[src/rtl/mul_div_unit.sv]
// Iterative 32-bit multiply/divide unit with HI/LO registers: one radix-2 step per
// cycle on operand magnitudes, sign correction applied once at the end.
module mul_div_unit (
    input  logic        clk,
    input  logic        rst,
    input  logic        start,
    input  logic [1:0]  op,
    input  logic [31:0] opA,
    input  logic [31:0] opB,
    input  logic        hiWe,
    input  logic        loWe,
    input  logic [31:0] dataIn,
    output logic        busy,
    output logic        done,
    output logic [31:0] hi,
    output logic [31:0] lo
);

    typedef enum logic [1:0] {IDLE, RUN, FINISH} state_t;

    state_t      state;
    logic [5:0]  cnt;
    logic        is_div;
    logic        neg_a;
    logic        neg_b;
    logic        div_zero;
    logic [31:0] a_orig;
    logic [31:0] m;
    logic [31:0] acc;
    logic [31:0] low;

    logic        sgn_in;
    logic        neg_a_in;
    logic        neg_b_in;
    logic [31:0] a_abs;
    logic [31:0] b_abs;
    logic [32:0] msum;
    logic [32:0] shifted;
    logic        ge;
    logic [31:0] diff;
    logic [63:0] prod;
    logic [63:0] prod_fix;
    logic [31:0] quot_fix;
    logic [31:0] rem_fix;

    assign busy = (state != IDLE);

    always_comb begin
        sgn_in   = ~op[0];
        neg_a_in = sgn_in & opA[31];
        neg_b_in = sgn_in & opB[31];
        a_abs    = neg_a_in ? (~opA + 32'd1) : opA;
        b_abs    = neg_b_in ? (~opB + 32'd1) : opB;
        // Multiply: {acc,low} shifts right; low[0] selects whether m is added.
        msum     = {1'b0, acc} + (low[0] ? {1'b0, m} : 33'd0);
        // Divide: acc is the partial remainder, low shifts dividend out and quotient in.
        shifted  = {acc, low[31]};
        ge       = (shifted >= {1'b0, m});
        diff     = shifted[31:0] - m;
        prod     = {acc, low};
        prod_fix = (neg_a ^ neg_b) ? (~prod + 64'd1) : prod;
        quot_fix = (neg_a ^ neg_b) ? (~low + 32'd1) : low;
        rem_fix  = neg_a ? (~acc + 32'd1) : acc;
    end

    always_ff @(posedge clk) begin
        if (rst) begin
            state <= IDLE;
            cnt   <= 6'd0;
            hi    <= 32'd0;
            lo    <= 32'd0;
            done  <= 1'b0;
        end else begin
            done <= 1'b0;
            case (state)
                IDLE: begin
                    if (hiWe) hi <= dataIn;
                    if (loWe) lo <= dataIn;
                    if (start) begin
                        is_div   <= op[1];
                        neg_a    <= neg_a_in;
                        neg_b    <= neg_b_in;
                        a_orig   <= opA;
                        div_zero <= (opB == 32'd0);
                        m        <= op[1] ? b_abs : a_abs;
                        low      <= op[1] ? a_abs : b_abs;
                        acc      <= 32'd0;
                        cnt      <= 6'd0;
                        state    <= RUN;
                    end
                end
                RUN: begin
                    if (is_div) begin
                        acc <= ge ? diff : shifted[31:0];
                        low <= {low[30:0], ge};
                    end else begin
                        acc <= msum[32:1];
                        low <= {msum[0], low[31:1]};
                    end
                    cnt <= cnt + 6'd1;
                    if (cnt == 6'd31) state <= FINISH;
                end
                FINISH: begin
                    if (!is_div) begin
                        hi <= prod_fix[63:32];
                        lo <= prod_fix[31:0];
                    end else if (div_zero) begin
                        hi <= a_orig;
                        lo <= 32'hFFFF_FFFF;
                    end else begin
                        hi <= rem_fix;
                        lo <= quot_fix;
                    end
                    done  <= 1'b1;
                    state <= IDLE;
                end
                default: state <= IDLE;
            endcase
        end
    end

endmodule

[config.mk]
export PLATFORM = sky130hd
export DESIGN_NAME = mul_div_unit
export DESIGN_NICKNAME = d
export VERILOG_FILES = /design/src/rtl/mul_div_unit.sv
export SDC_FILE = /design/constraint.sdc
export NUM_CORES = 1
export LEC_CHECK = 0
export CAP_MARGIN = 40
export CORE_MARGIN = 2
export CORE_UTILIZATION = 39
export DETAILED_ROUTE_END_ITERATION = 8
export GPL_ROUTABILITY_DRIVEN = 0
export MAX_ROUTING_LAYER = met4
export SYNTH_ARGS = -nofsm -noshare
export SYNTH_HDL_FRONTEND = slang
export SYNTH_SLANG_ARGS = --single-unit
[constraint.sdc]
create_clock -name clk -period 13.1 [get_ports clk]
set_clock_uncertainty 0.05 [all_clocks]
set_input_delay 1.965 -clock clk [delete_from_list [all_inputs] [get_ports clk]]
set_output_delay 1.965 -clock clk [all_outputs]
set_load 0.005 [all_outputs]
# After elaboration in Yosys (flattened, before gate mapping)
# Index checks and enable logic that the tools add are counted.
[totals] register_bits=205 input_bits=103 out_inout_bits=66 elab_cells=79
[op_classes] addsub=8 order_cmp=1 n_eq_ne=7 n_mux=29 n_bitwise=10 reduce_logical=11
[ops] op="$mux W32" count=18
[ops] op="$pmux W32 S2" count=4
[ops] op="$add A32 B1 Y32 const B" count=4
[ops] op="$not A32 Y32" count=4
[ops] op="$add A64 B1 Y64 const B" count=1
[ops] op="$mux W64" count=1
[ops] op="$not A64 Y64" count=1
[ops] op="$add A32 B32 Y33" count=1
[ops] op="$ge A33 B32 Y1" count=1
[ops] op="$logic_not A32 Y1" count=1
[ops] op="$sub A32 B32 Y32" count=1
[ops] op="$pmux W6 S2" count=1
[ops] op="$ne A2 B2 Y1 const B" count=4
[ops] op="$reduce_and A2 Y1" count=4
[ops] op="$add A6 B1 Y6 const B" count=1
[ops] op="$eq A6 B5 Y1 const B" count=1
[ops] op="$mux W6" count=1
[ops] op="$reduce_and A3 Y1" count=2
[ops] op="$reduce_bool A2 Y1" count=3
[ops] op="$mux W2" count=2
[ops] op="$pmux W2 S2" count=1
[ops] op="$and A1 B1 Y1" count=2
[ops] op="$eq A2 B1 Y1 const B" count=1
[ops] op="$eq A2 B2 Y1 const B" count=1
[ops] op="4 further kinds" count=5

# Longest topological paths before layout
[depth] ltp_word=6 mapped_depth=14

# Least setup slack after synthesis
# Ideal clock, no wire load.
[synth_timing] path_kind="input -> register" from="input port rst" to="register state[0]" arrival_time_ps=9789 required_ps=12951 path_slack_ps=3162 cell_stages=2 path_cell_list="nor4b_1 -> or2_2"
[synth_lines] item="start: declaration" line="5" source="input logic rst,"
[synth_lines] item="end signal: assignment" line="68" source="state <= IDLE;"
[synth_lines] item="end signal: assignment" line="89" source="state <= RUN;"
[synth_lines] item="end signal: assignment" line="101" source="if (cnt == 6'd31) state <= FINISH;"
[synth_lines] item="end: declaration" line="21" source="state_t state;"

# Final worst setup path
[layout_timing] from="input port opA[2]" to="register low[29], data pin"
[layout_via] elab_chain_len=6
[layout_lines] item="start: declaration" line="8" source="input logic [31:0] opA,"
[layout_lines] item="$not A32 Y32" line="52" source="a_abs = neg_a_in ? (~opA + 32'd1) : opA;"
[layout_lines] item="$add A32 B1 Y32" line="52"
[layout_lines] item="$mux W32" line="52"
[layout_lines] item="$mux W32" line="86" source="low <= op[1] ? a_abs : b_abs;"
[layout_lines] item="$mux W32" line="79" source="if (start) begin"
[layout_lines] item="$pmux W32 S2" line="75" source="case (state)"
[layout_lines] item="end signal: assignment" line="86"
[layout_lines] item="end signal: assignment" line="95" source="low <= {low[30:0], ge};"
[layout_lines] item="end signal: assignment" line="98" source="low <= {msum[0], low[31:1]};"
[layout_lines] item="end: declaration" line="30" source="logic [31:0] low;"
# Every way passes these cells. The select of a mux whose other input is x is not followed.
# A chain may end at the register's enable or synchronous reset.

==> PnR_summary.wiki <==
{| class="wikitable"
! Metric !! Value
|-
| Outcome || complete, no violations
|-
| Die Height || 210 um
|-
| CTS Sinks || slightly above 200
|-
| Utilization after layout || a little under half
|-
| Starting Density || 39.4%
|-
| Detailed-route wire length on metal 1 || 26600 um
|-
| Number of endpoints failing setup at the final stage || 0
|-
| Die Outline Area || 0.0439 mm^2
|-
| Class of the worst hold path || flop to flop
|-
| Highest routed layer || met4
|-
| Post-DP HPWL || approximately 48000 um
|-
| Maximum resistive drop on vdd || ~0.079 mV
|-
| Top delay family on crit path || simple AND/OR/NAND/NOR gates
|-
| Total overflow reported by the global router || 0
|-
| Share of the clock period used by the worst path || a little over a third
|-
| Row count || 75
|-
| Maximum buffer depth of the clock tree || 3
|-
| Placeable core region || 0.0419 mm^2
|-
| Routed via count || 16.3k
|-
| Pre-CTS setup slack || approximately 8 ns
|-
| Design Power || about 2.2 mW
|-
| Startpoint-to-endpoint class of the critical path || input port to flop
|-
| CTS tree || built
|-
| Metal2 WL || 28000 um
|-
| CP max stage delay || 0.60 ns
|-
| Min-Delay Startpoint || lo[6]$_SDFFE_PP0P_
|-
| Number of CTS-inserted buffers || 25
|-
| Number of nets with antenna violations after routing || 0
|-
| Count of cells along the worst register-to-register path || 13
|-
| Origin of the worst setup path || opA[2]
|-
| Cells on Worst Hold Path || 2
|-
| Area after detailed placement || 0.0186 mm^2
|-
| Share of Yosys cell area claimed by the top area cell type || 24.0%
|-
| Critical Path Start Type || input port
|-
| Number of remaining DRC errors || 0
|-
| Antenna violations before repair || 4
|-
| Number of maximum-capacitance constraint violations || 0
|-
| Placed insts || about 2.6k
|-
| Post-Layout Inst Area || between 0.015 and 0.02 mm^2
|-
| Minimum clock period after layout || between 4 and 5 ns
|-
| CP max-delay cell || sky130_fd_sc_hd__or4_1
|-
| CTS clock-pin slew for the worst setup and hold paths || 0.06 ns
|-
| Destination of the worst hold path || lo[6]$_SDFFE_PP0P_
|-
| Startpoint of the lowest-slack register-to-register path || low[0]$_DFFE_PP_
|-
| Post-synth top area cell || sky130_fd_sc_hd__edfxtp_1
|-
| Average wire per standard cell || ~23 um
|-
| Count leader, synth || sky130_fd_sc_hd__nor2_1
|-
| Leading post-synthesis cells by cell area || sky130_fd_sc_hd__edfxtp_1 24%, sky130_fd_sc_hd__dfxtp_1 8.9%, sky130_fd_sc_hd__a21oi_1 6.7%
|-
| Worst slew margin relative to its limit || between 30% and 40%
|-
| Number of failing hold endpoints at the final stage || 0
|-
| Transition at the pin with the smallest max-transition slack || 0.924 ns
|-
| Maximum number of pins on one net before global-route repair || 77
|-
| Post-CTS setup buffer count || 0
|-
| Root buf cell || sky130_fd_sc_hd__clkbuf_16
|-
| Crit path buf inv count || 1
|-
| Critical-path maximum fanout || 5
|-
| Number of global-route vias before repair || 15.2k
|-
| First-pass GRT wire length || roughly 93000 um
|-
| Average size of a mapped cell || between 8 and 9 um^2
|-
| Worst r2r dst || acc[29]$_SDFFCE_PN0P_
|-
| Number of DRC markers after the initial detailed-route iteration || 1607
|-
| Required time of the worst setup path || ~13 ns
|-
| Min setup slack post-route || between 8 and 9 ns
|-
| Chain of cells forming the critical path || clkdlybuf4s50_1, or3_1, or4_1, nor3_2, and3_1, nand2_1, o41ai_1, xor2_1, nor2b_1, a221oi_1
|-
| Power density over the cells || 114 mW/mm^2
|-
| Async set-or-reset flop fraction in the synthesized netlist || 0%
|-
| Final Instance Count excl. Fillers || 2658
|-
| Area growth syn-to-layout || 18.3%
|-
| Hold_ws || 0.403 ns
|-
| Achievable Freq || roughly 210 MHz
|-
| Leakage power summed over all cells || roughly 7.3 nW
|-
| # IOs || 169
|-
| Share of post-route cells with drive strength above 1 || between 5 and 6%
|-
| H-tree Lvls || 1
|-
| Aggregate global-route resource usage || between 20% and 30%
|-
| Total Routed Length || 62000 um
|-
| TritonRoute pass-1 iters || 6
|-
| Warning count from the yosys run || 0
|-
| Final-stage net count || 2271
|-
| Synth Net Count || 2176
|-
| Mapped Cells || 2002
|-
| Pins Over Slew Limit || 0
|-
| Worst skew pair latency || 0.58 ns
|-
| Number of synthesized register bits || 205
|-
| RSZ-0062 raised after global routing || false
|-
| Met3 routed WL || 5480 um
|-
| Count of cells resized by post-cts repair || 0
|-
| Data arrival time of the critical path || 4.95 ns
|-
| Setup TNS after final layout || 0 ns
|-
| Number of enable flip-flop cells after synthesis || 132
|-
| Number of distinct library cells after synthesis || 76
|-
| Crit path capture type || flop
|-
| Input/output buffers || 168
|-
| Commonest register cell after synthesis || sky130_fd_sc_hd__edfxtp_1
|-
| Sequential area share after synthesis || 32.9%
|-
| Register-to-Register Setup Slack || 8.49 ns
|-
| Cts hold-fix bufs || 0
|-
| Most numerous cell types in the synthesized netlist || 243 x sky130_fd_sc_hd__nor2_1, 222 x sky130_fd_sc_hd__a21oi_1, 166 x sky130_fd_sc_hd__nand2_1
|-
| Detailed-route vias per instance || 6.12
|-
| Die Width || 210 um
|-
| Post-synthesis instance area || roughly 0.016 mm^2
|}
-- flip-flops by register name, summed over array words and instances, names as in the netlist, 2 cells and up --
signal and cells:
m 32, state 2, lo 32, a_orig 32, low 32, hi 32
acc 32, cnt 6
-- power by group --
group | internal, mW | switching [mW]
Clock | 0.437 | 0.313
Combinational | 0.265 | 0.380
Sequential | 0.749 | 0.0713
-- cells in the final DEF, fill, tap and decap left out, types with 23 or more instances in the layout --
master | netlist | final
sky130_fd_sc_hd__mux2i_1 | 77 | 77
sky130_fd_sc_hd__a211oi_1 | 55 | 55
sky130_fd_sc_hd__o21ai_0 | 128 | 128
sky130_fd_sc_hd__xnor2_1 | 92 | 91
sky130_fd_sc_hd__clkbuf_16 | 0 | 27
sky130_fd_sc_hd__o221ai_1 | 28 | 28
sky130_fd_sc_hd__clkdlybuf4s50_1 | 0 | 166
sky130_fd_sc_hd__nand3_1 | 28 | 28
sky130_fd_sc_hd__nor2_1 | 243 | 242
sky130_fd_sc_hd__edfxtp_1 | 132 | 132
sky130_fd_sc_hd__a21oi_1 | 222 | 222
sky130_fd_sc_hd__nor3_1 | 39 | 38
sky130_fd_sc_hd__nand2b_1 | 25 | 24
sky130_fd_sc_hd__o31ai_1 | 23 | 23
sky130_fd_sc_hd__xor2_1 | 88 | 87
sky130_fd_sc_hd__dfxtp_1 | 73 | 73
sky130_fd_sc_hd__nor4_1 | 25 | 25
sky130_fd_sc_hd__inv_1 | 60 | 60
sky130_fd_sc_hd__nand2_1 | 166 | 166
sky130_fd_sc_hd__ha_1 | 69 | 69
sky130_fd_sc_hd__a21o_1 | 25 | 25
-- worst max-delay path by stage --
stage                       endpoint  slack [ns]  cells after the start
6_report           low[29]$_DFFE_PP_        8.40                     10
5_1_grt            low[29]$_DFFE_PP_        8.18                     10
4_1_cts            low[29]$_DFFE_PP_        8.44                     10
3_5_place_dp       low[29]$_DFFE_PP_        7.85                     10
3_3_place_gp       low[29]$_DFFE_PP_        7.88                     10
2_1_floorplan  state[0]$_SDFFE_PP0P_        3.16                      2
-- layer usage --
metal  vias to the layer above  GRT usage, %
met3                       122          4.76
met4                         0          8.00
met1                      7788          38.0
met2                       791          44.0
met5                         -             -
li1                       7568             -
-- tightest hold or removal path, stage by stage (launching register included) --
cell                      delay (ns)
sky130_fd_sc_hd__dfxtp_1        0.31
sky130_fd_sc_hd__nand2_1        0.05
sky130_fd_sc_hd__a21oi_1        0.05
-- cells by family after synthesis --
group,synth area share (%)
simple gates,18.8
compound gates,23.6
flops,32.9
buf+inv,4.27
xor+xnor,9.56
mux,5.42
fa+ha+maj,5.48
-- layout make-up --
type	count	area, um^2
tap	539	674
clock inverter	17	188
inverter	62	233
antenna	3	7.51
timing repair buffer	191	1880
sequential	205	5430
fill	4074	22300
clock buffer	29	683
multi-input combinational	1612	10400
(Power assumes the default switching activity.)
==> RTL change 1: new RTL, config.mk and constraints unchanged <==
Register the input `opA` before use, without a reset. The logic sees it one clock later. The other inputs are not delayed to match.
--- a/src/rtl/mul_div_unit.sv
+++ b/src/rtl/mul_div_unit.sv
@@ -17,6 +17,12 @@
 );
 
     typedef enum logic [1:0] {IDLE, RUN, FINISH} state_t;
+
+    logic [31:0] opA_q;
+
+    always_ff @(posedge clk) begin
+        opA_q <= opA;
+    end
 
     state_t      state;
     logic [5:0]  cnt;
@@ -47,9 +53,9 @@
 
     always_comb begin
         sgn_in   = ~op[0];
-        neg_a_in = sgn_in & opA[31];
+        neg_a_in = sgn_in & opA_q[31];
         neg_b_in = sgn_in & opB[31];
-        a_abs    = neg_a_in ? (~opA + 32'd1) : opA;
+        a_abs    = neg_a_in ? (~opA_q + 32'd1) : opA_q;
         b_abs    = neg_b_in ? (~opB + 32'd1) : opB;
         // Multiply: {acc,low} shifts right; low[0] selects whether m is added.
         msum     = {1'b0, acc} + (low[0] ? {1'b0, m} : 33'd0);
@@ -80,7 +86,7 @@
                         is_div   <= op[1];
                         neg_a    <= neg_a_in;
                         neg_b    <= neg_b_in;
-                        a_orig   <= opA;
+                        a_orig   <= opA_q;
                         div_zero <= (opB == 32'd0);
                         m        <= op[1] ? b_abs : a_abs;
                         low      <= op[1] ? a_abs : b_abs;
Function: no difference found for any inputs over 4 cycles, from zero or initial values and one cycle with rst high; that may be too few to reach the edited logic, so the function may still have changed.
==> RTL change 1 against the unedited design <==
- total power up 6.1%
- area after synthesis is 2.2% higher
- count of clock-buffer cells in the layout is 5 higher
- setup slack better by 0.18 ns
- cell area grew 2.6%
- sequential cell count rose by 32
- sequential power grew 15%
- wire length grew 3.1%
- largest cell class unchanged
==> RTL change 1: results (changes against the unedited design) <==
commonest cells in the synthesized netlist: 226 x a21oi_1, 189 x nor2_1, 172 x nand2_1
largest net degree at the start of global routing: 80 (+3.9%)
xor/xnor share of the synthesized area: 9.15% (-0.41 points)
Post-Route WL: 63900 µm (+3.1%)
CTS Root Cell: clkbuf_16
Synth Area in Adders: 5.36% (-0.12 points)
Max Buffers Root-to-Sink: 3 (unchanged)
starting DRC count in detailed routing: 1821 (+13%)
Least-Margin Pin Slew: 0.922 ns (-0.00112 ns)
post-synthesis mux area share: 5.32% (-0.10 points)
pre-CTS setup slack: 8.17 ns (+0.318 ns)
static leakage: 7.54 nW (+3.2%)
layout cells sized above 1: 5.07% (-0.41 points)
H-tree Lvls: 1 (unchanged)
synthesized cell area: 16800 µm² (+2.2%)
ant diodes: 0 (-3)
post-synthesis sequential area ratio: 36.0% (+3.1 points)
switching power: 0.800 mW (+4.6%)
Hold WC Path Type: reg -> reg
fin nets: 2262 (-0.40%)
initial antenna violation count: 0 (-4)
WP data arrival: 4.76 ns (-0.19 ns)
via/cell ratio: 6.02 (-1.6%)
Compound-Gate Fraction of Synth Area: 23.9% (+0.33 points)
post-synthesis cell type count: 75 (-1.3%)
worst vdd ir: 0.102 mV (+29%)
post-placement cell area: 19100 µm² (+2.4%)
Final Setup Violations: 0 (unchanged)
placed cells: 2642 (+1.3%)
status: finished, final reports clean
vias in the first global route: 15.0k (-1.1%)
total CTS buffers: 29 (+16%)
placed wire-length estimate: 48600 µm (+1.1%)
first-pass GRT wire length: 93600 µm (+0.42%)
Non-Filler Instances: 2696 (+1.4%)
Setup Fix Bufs, Post-CTS: 0 (unchanged)
Worst Path Max Fanout: 24 (+19)
Worst-Skew Late Latency: 0.59 ns
Synth warnings: 0 (unchanged)
post-synthesis net count: 2158 (-0.83%)
total track usage: 28.6% (+0.26 points)
largest cells by area after synthesis: edfxtp_1 24%, dfxtp_1 12%, a21oi_1 6.7%, xnor2_1 5.3%, ha_1 5.1%
cells after synthesis: 1984 (-0.90%)
[RTL change 1: changes by cell type in the layout (fill, tap and decap cells not counted), sizes merged, moves of 7 or more]
| cell | before | now |
|---|---|---|
| dfxtp | 73 | 105 |
| nor4 | 27 | 17 |
| nand2b | 25 | 18 |
| o21ai | 131 | 156 |
| xnor2 | 92 | 101 |
| mux2i | 77 | 84 |
| or3 | 20 | 13 |
| o2bb2ai | 1 | 9 |
| nor2 | 243 | 190 |
| a21o | 25 | 34 |
| a211oi | 55 | 30 |
| xor2 | 88 | 75 |
| nor3 | 41 | 50 |
[RTL change 1: power groups by stage]
| stage | registers, mW | logic, mW | clock network, mW |
|---|---|---|---|
| floorplan | 0.910 | 0.411 | 0 |
| global placement | 0.953 | 0.596 | 0 |
| detailed placement | 0.954 | 0.605 | 0 |
| CTS | 0.938 | 0.609 | 0.800 |
| global route | 0.944 | 0.674 | 0.829 |
| finish | 0.942 | 0.619 | 0.791 |
[RTL change 1: cell type report]
type / count / area (µm²)
timing repair buffer: 191 / 1900
tap: 585 / 732
inverter: 64 / 240
clock inverter: 20 / 139
multi-input combinational: 1565 / 10100
sequential: 237 / 6070
fill: 4162 / 22900
clock buffer: 34 / 797
[RTL change 1: path summary, 6_finish.rpt]
kind | start | end | slack [ns] | cells after the start
min | hi[29] | hi[29] | 0.40 | 1
max | acc[7] | acc[17] | 8.58 | 11
min reg2reg | hi[29] | hi[29] | 0.40 | 1
max reg2reg | acc[7] | acc[17] | 8.58 | 11
[RTL change 1: critical path, cell delays in order, from the launching register on]
cell	delay (ns)
edfxtp_1	0.59
ha_1	0.49
and4_1	0.26
o21a_1	0.13
o31ai_1	0.13
a211o_1	0.30
a21oi_1	0.45
a21oi_1	0.23
o21ai_2	0.75
buf_4	0.43
mux2i_1	0.29
a21oi_1	0.10
[RTL change 1: logic make-up (layout without fill, tap and decap cells)]
logic type / after synthesis / count (layout)
simple gates: 579 / 579
flops: 237 / 237
mux: 89 / 89
xor+xnor: 176 / 176
buf+inv: 182 / 309
compound gates: 650 / 650
fa+ha+maj: 71 / 71
[RTL change 1: metal layers]
| layer | routed length, µm | vias up | track usage [%] |
|---|---|---|---|
| met5 | 0 | - | - |
| met4 | 3040 | 0 | 11.9 |
| met3 | 5960 | 142 | 6.07 |
| met2 | 27800 | 887 | 42.6 |
| met1 | 27200 | 7690 | 37.6 |
| li1 | - | 7516 | - |
==> RTL change 2: new RTL, config.mk and constraints unchanged <==
Made on the original files. Put one more register stage on the output `lo`, without a reset. The value now appears one clock later. The other outputs are not delayed to match.
--- a/src/rtl/mul_div_unit.sv
+++ b/src/rtl/mul_div_unit.sv
@@ -17,6 +17,8 @@
 );
 
     typedef enum logic [1:0] {IDLE, RUN, FINISH} state_t;
+
+    logic [31:0] lo_s0;
 
     state_t      state;
     logic [5:0]  cnt;
@@ -68,14 +70,14 @@
             state <= IDLE;
             cnt   <= 6'd0;
             hi    <= 32'd0;
-            lo    <= 32'd0;
+            lo_s0 <= 32'd0;
             done  <= 1'b0;
         end else begin
             done <= 1'b0;
             case (state)
                 IDLE: begin
                     if (hiWe) hi <= dataIn;
-                    if (loWe) lo <= dataIn;
+                    if (loWe) lo_s0 <= dataIn;
                     if (start) begin
                         is_div   <= op[1];
                         neg_a    <= neg_a_in;
@@ -103,13 +105,13 @@
                 FINISH: begin
                     if (!is_div) begin
                         hi <= prod_fix[63:32];
-                        lo <= prod_fix[31:0];
+                        lo_s0 <= prod_fix[31:0];
                     end else if (div_zero) begin
                         hi <= a_orig;
-                        lo <= 32'hFFFF_FFFF;
+                        lo_s0 <= 32'hFFFF_FFFF;
                     end else begin
                         hi <= rem_fix;
-                        lo <= quot_fix;
+                        lo_s0 <= quot_fix;
                     end
                     done  <= 1'b1;
                     state <= IDLE;
@@ -119,5 +121,9 @@
         end
     end
 
+    always_ff @(posedge clk) begin
+        lo <= lo_s0;
+    end
+
 endmodule
 
Function: changed (a bounded check fails within 4 cycles, from zero or initial values and one cycle with rst high).
==> RTL change 2 against the unedited design <==
- synthesized cell count decreased by 0.90%
- setup slack got worse by 0.32 ns
- wire length increased by 2.3%
- total power increased by 9.0%
- first-iteration DRC count increased by 14%
- largest cell class unchanged
- sequential cell count increased by 32
- register-to-register slack improved by 0.27 ns
- cell area increased by 3.1%
- area after synthesis increased by 2.2%
- via count increased by 0.12%
==> RTL change 2: results (changes against the unedited design) <==
starting DRC count in detailed routing: 1826 (+14%)
met2 WL: 27500 µm (-1.8%)
switching power: 0.786 mW (+2.8%)
worst vdd ir: 0.0945 mV (+19%)
clock share of power: 35.4% (+1.6 points)
cells after synthesis: 1984 (-0.90%)
met1 GRT Util: 37.4% (-0.63 points)
largest cells by area after synthesis: edfxtp_1 24%, dfxtp_1 12%, a21oi_1 6.7%, xnor2_1 5.3%, ha_1 5.1%
post-synthesis net count: 2158 (-0.83%)
via/cell ratio: 6.03 (-1.4%)
static leakage: 7.58 nW (+3.7%)
layout cells sized above 1: 5.21% (-0.27 points)
met1 WL: 26600 µm (+0.27%)
placed cells: 2646 (+1.4%)
largest net degree at the start of global routing: 75 (-2.6%)
fin nets: 2265 (-0.26%)
number of fill cells: 4164 (+2.2%)
Synth Area in Adders: 5.36% (-0.12 points)
routed wl met3: 6610 µm (+21%)
total track usage: 28.6% (+0.29 points)
pre-CTS setup slack: 7.58 ns (-0.273 ns)
post-synthesis cell type count: 75 (-1.3%)
post-synthesis mux area share: 5.32% (-0.10 points)
M2 GR Usage: 41.9% (-2.1 points)
Compound-Gate Fraction of Synth Area: 23.9% (+0.33 points)
status: finished, final reports clean
vias in the first global route: 15.3k (+0.65%)
post-placement cell area: 19100 µm² (+2.6%)
total CTS buffers: 28 (+12%)
largest stage delay on the critical path: 0.58 ns (-0.02 ns)
Seq power: 0.930 mW (+13%)
Worst Path Max Fanout: 6 (+1)
vias: 16.3k (+0.12%)
GR Util met3: 7.39% (+2.6 points)
first-pass GRT wire length: 94000 µm (+0.86%)
commonest cells in the synthesized netlist: 226 x a21oi_1, 189 x nor2_1, 172 x nand2_1
placed wire-length estimate: 48200 µm (+0.40%)
share of the synthesized area in the top cell type: 23.5% (-0.51 points)
post-synthesis sequential area ratio: 36.0% (+3.1 points)
WP data arrival: 5.28 ns (+0.33 ns)
first-pass iteration count of the detailed router: 7 (+1)
xor/xnor share of the synthesized area: 9.15% (-0.41 points)
average wire per standard cell: 23.5 µm (+0.70%)
[RTL change 2: changes by cell type in the layout (fill, tap and decap cells not counted), sizes merged, moves of 7 or more]
cell	before	now
o2bb2ai	1	9
nor4	27	17
nor3	41	50
nor2	243	190
dfxtp	73	105
o21ai	131	156
xnor2	92	101
nand2b	25	18
mux2i	77	84
a211oi	55	30
a21o	25	34
xor2	88	75
or3	20	13
[RTL change 2: layout make-up]
type	instances	area [µm²]	area share [%]
multi-input cells	1565	10100	50.4
flip-flops and latches	237	6070	30.2
repair buffers	195	1940	9.66
clock buffers	35	768	3.82
well taps	585	732	3.64
inverters	64	240	1.19
clock inverters	16	233	1.16
diodes	2	5.00	0.0249
[RTL change 2: final timing paths]
kind	from	to	slack, ns
worst max-delay path	opA[2]	low[29]	8.08
worst max register to register	low[0]	acc[27]	8.76
worst min-delay path	lo_s0[28]	lo[28]	0.30
worst min register to register	lo_s0[28]	lo[28]	0.30
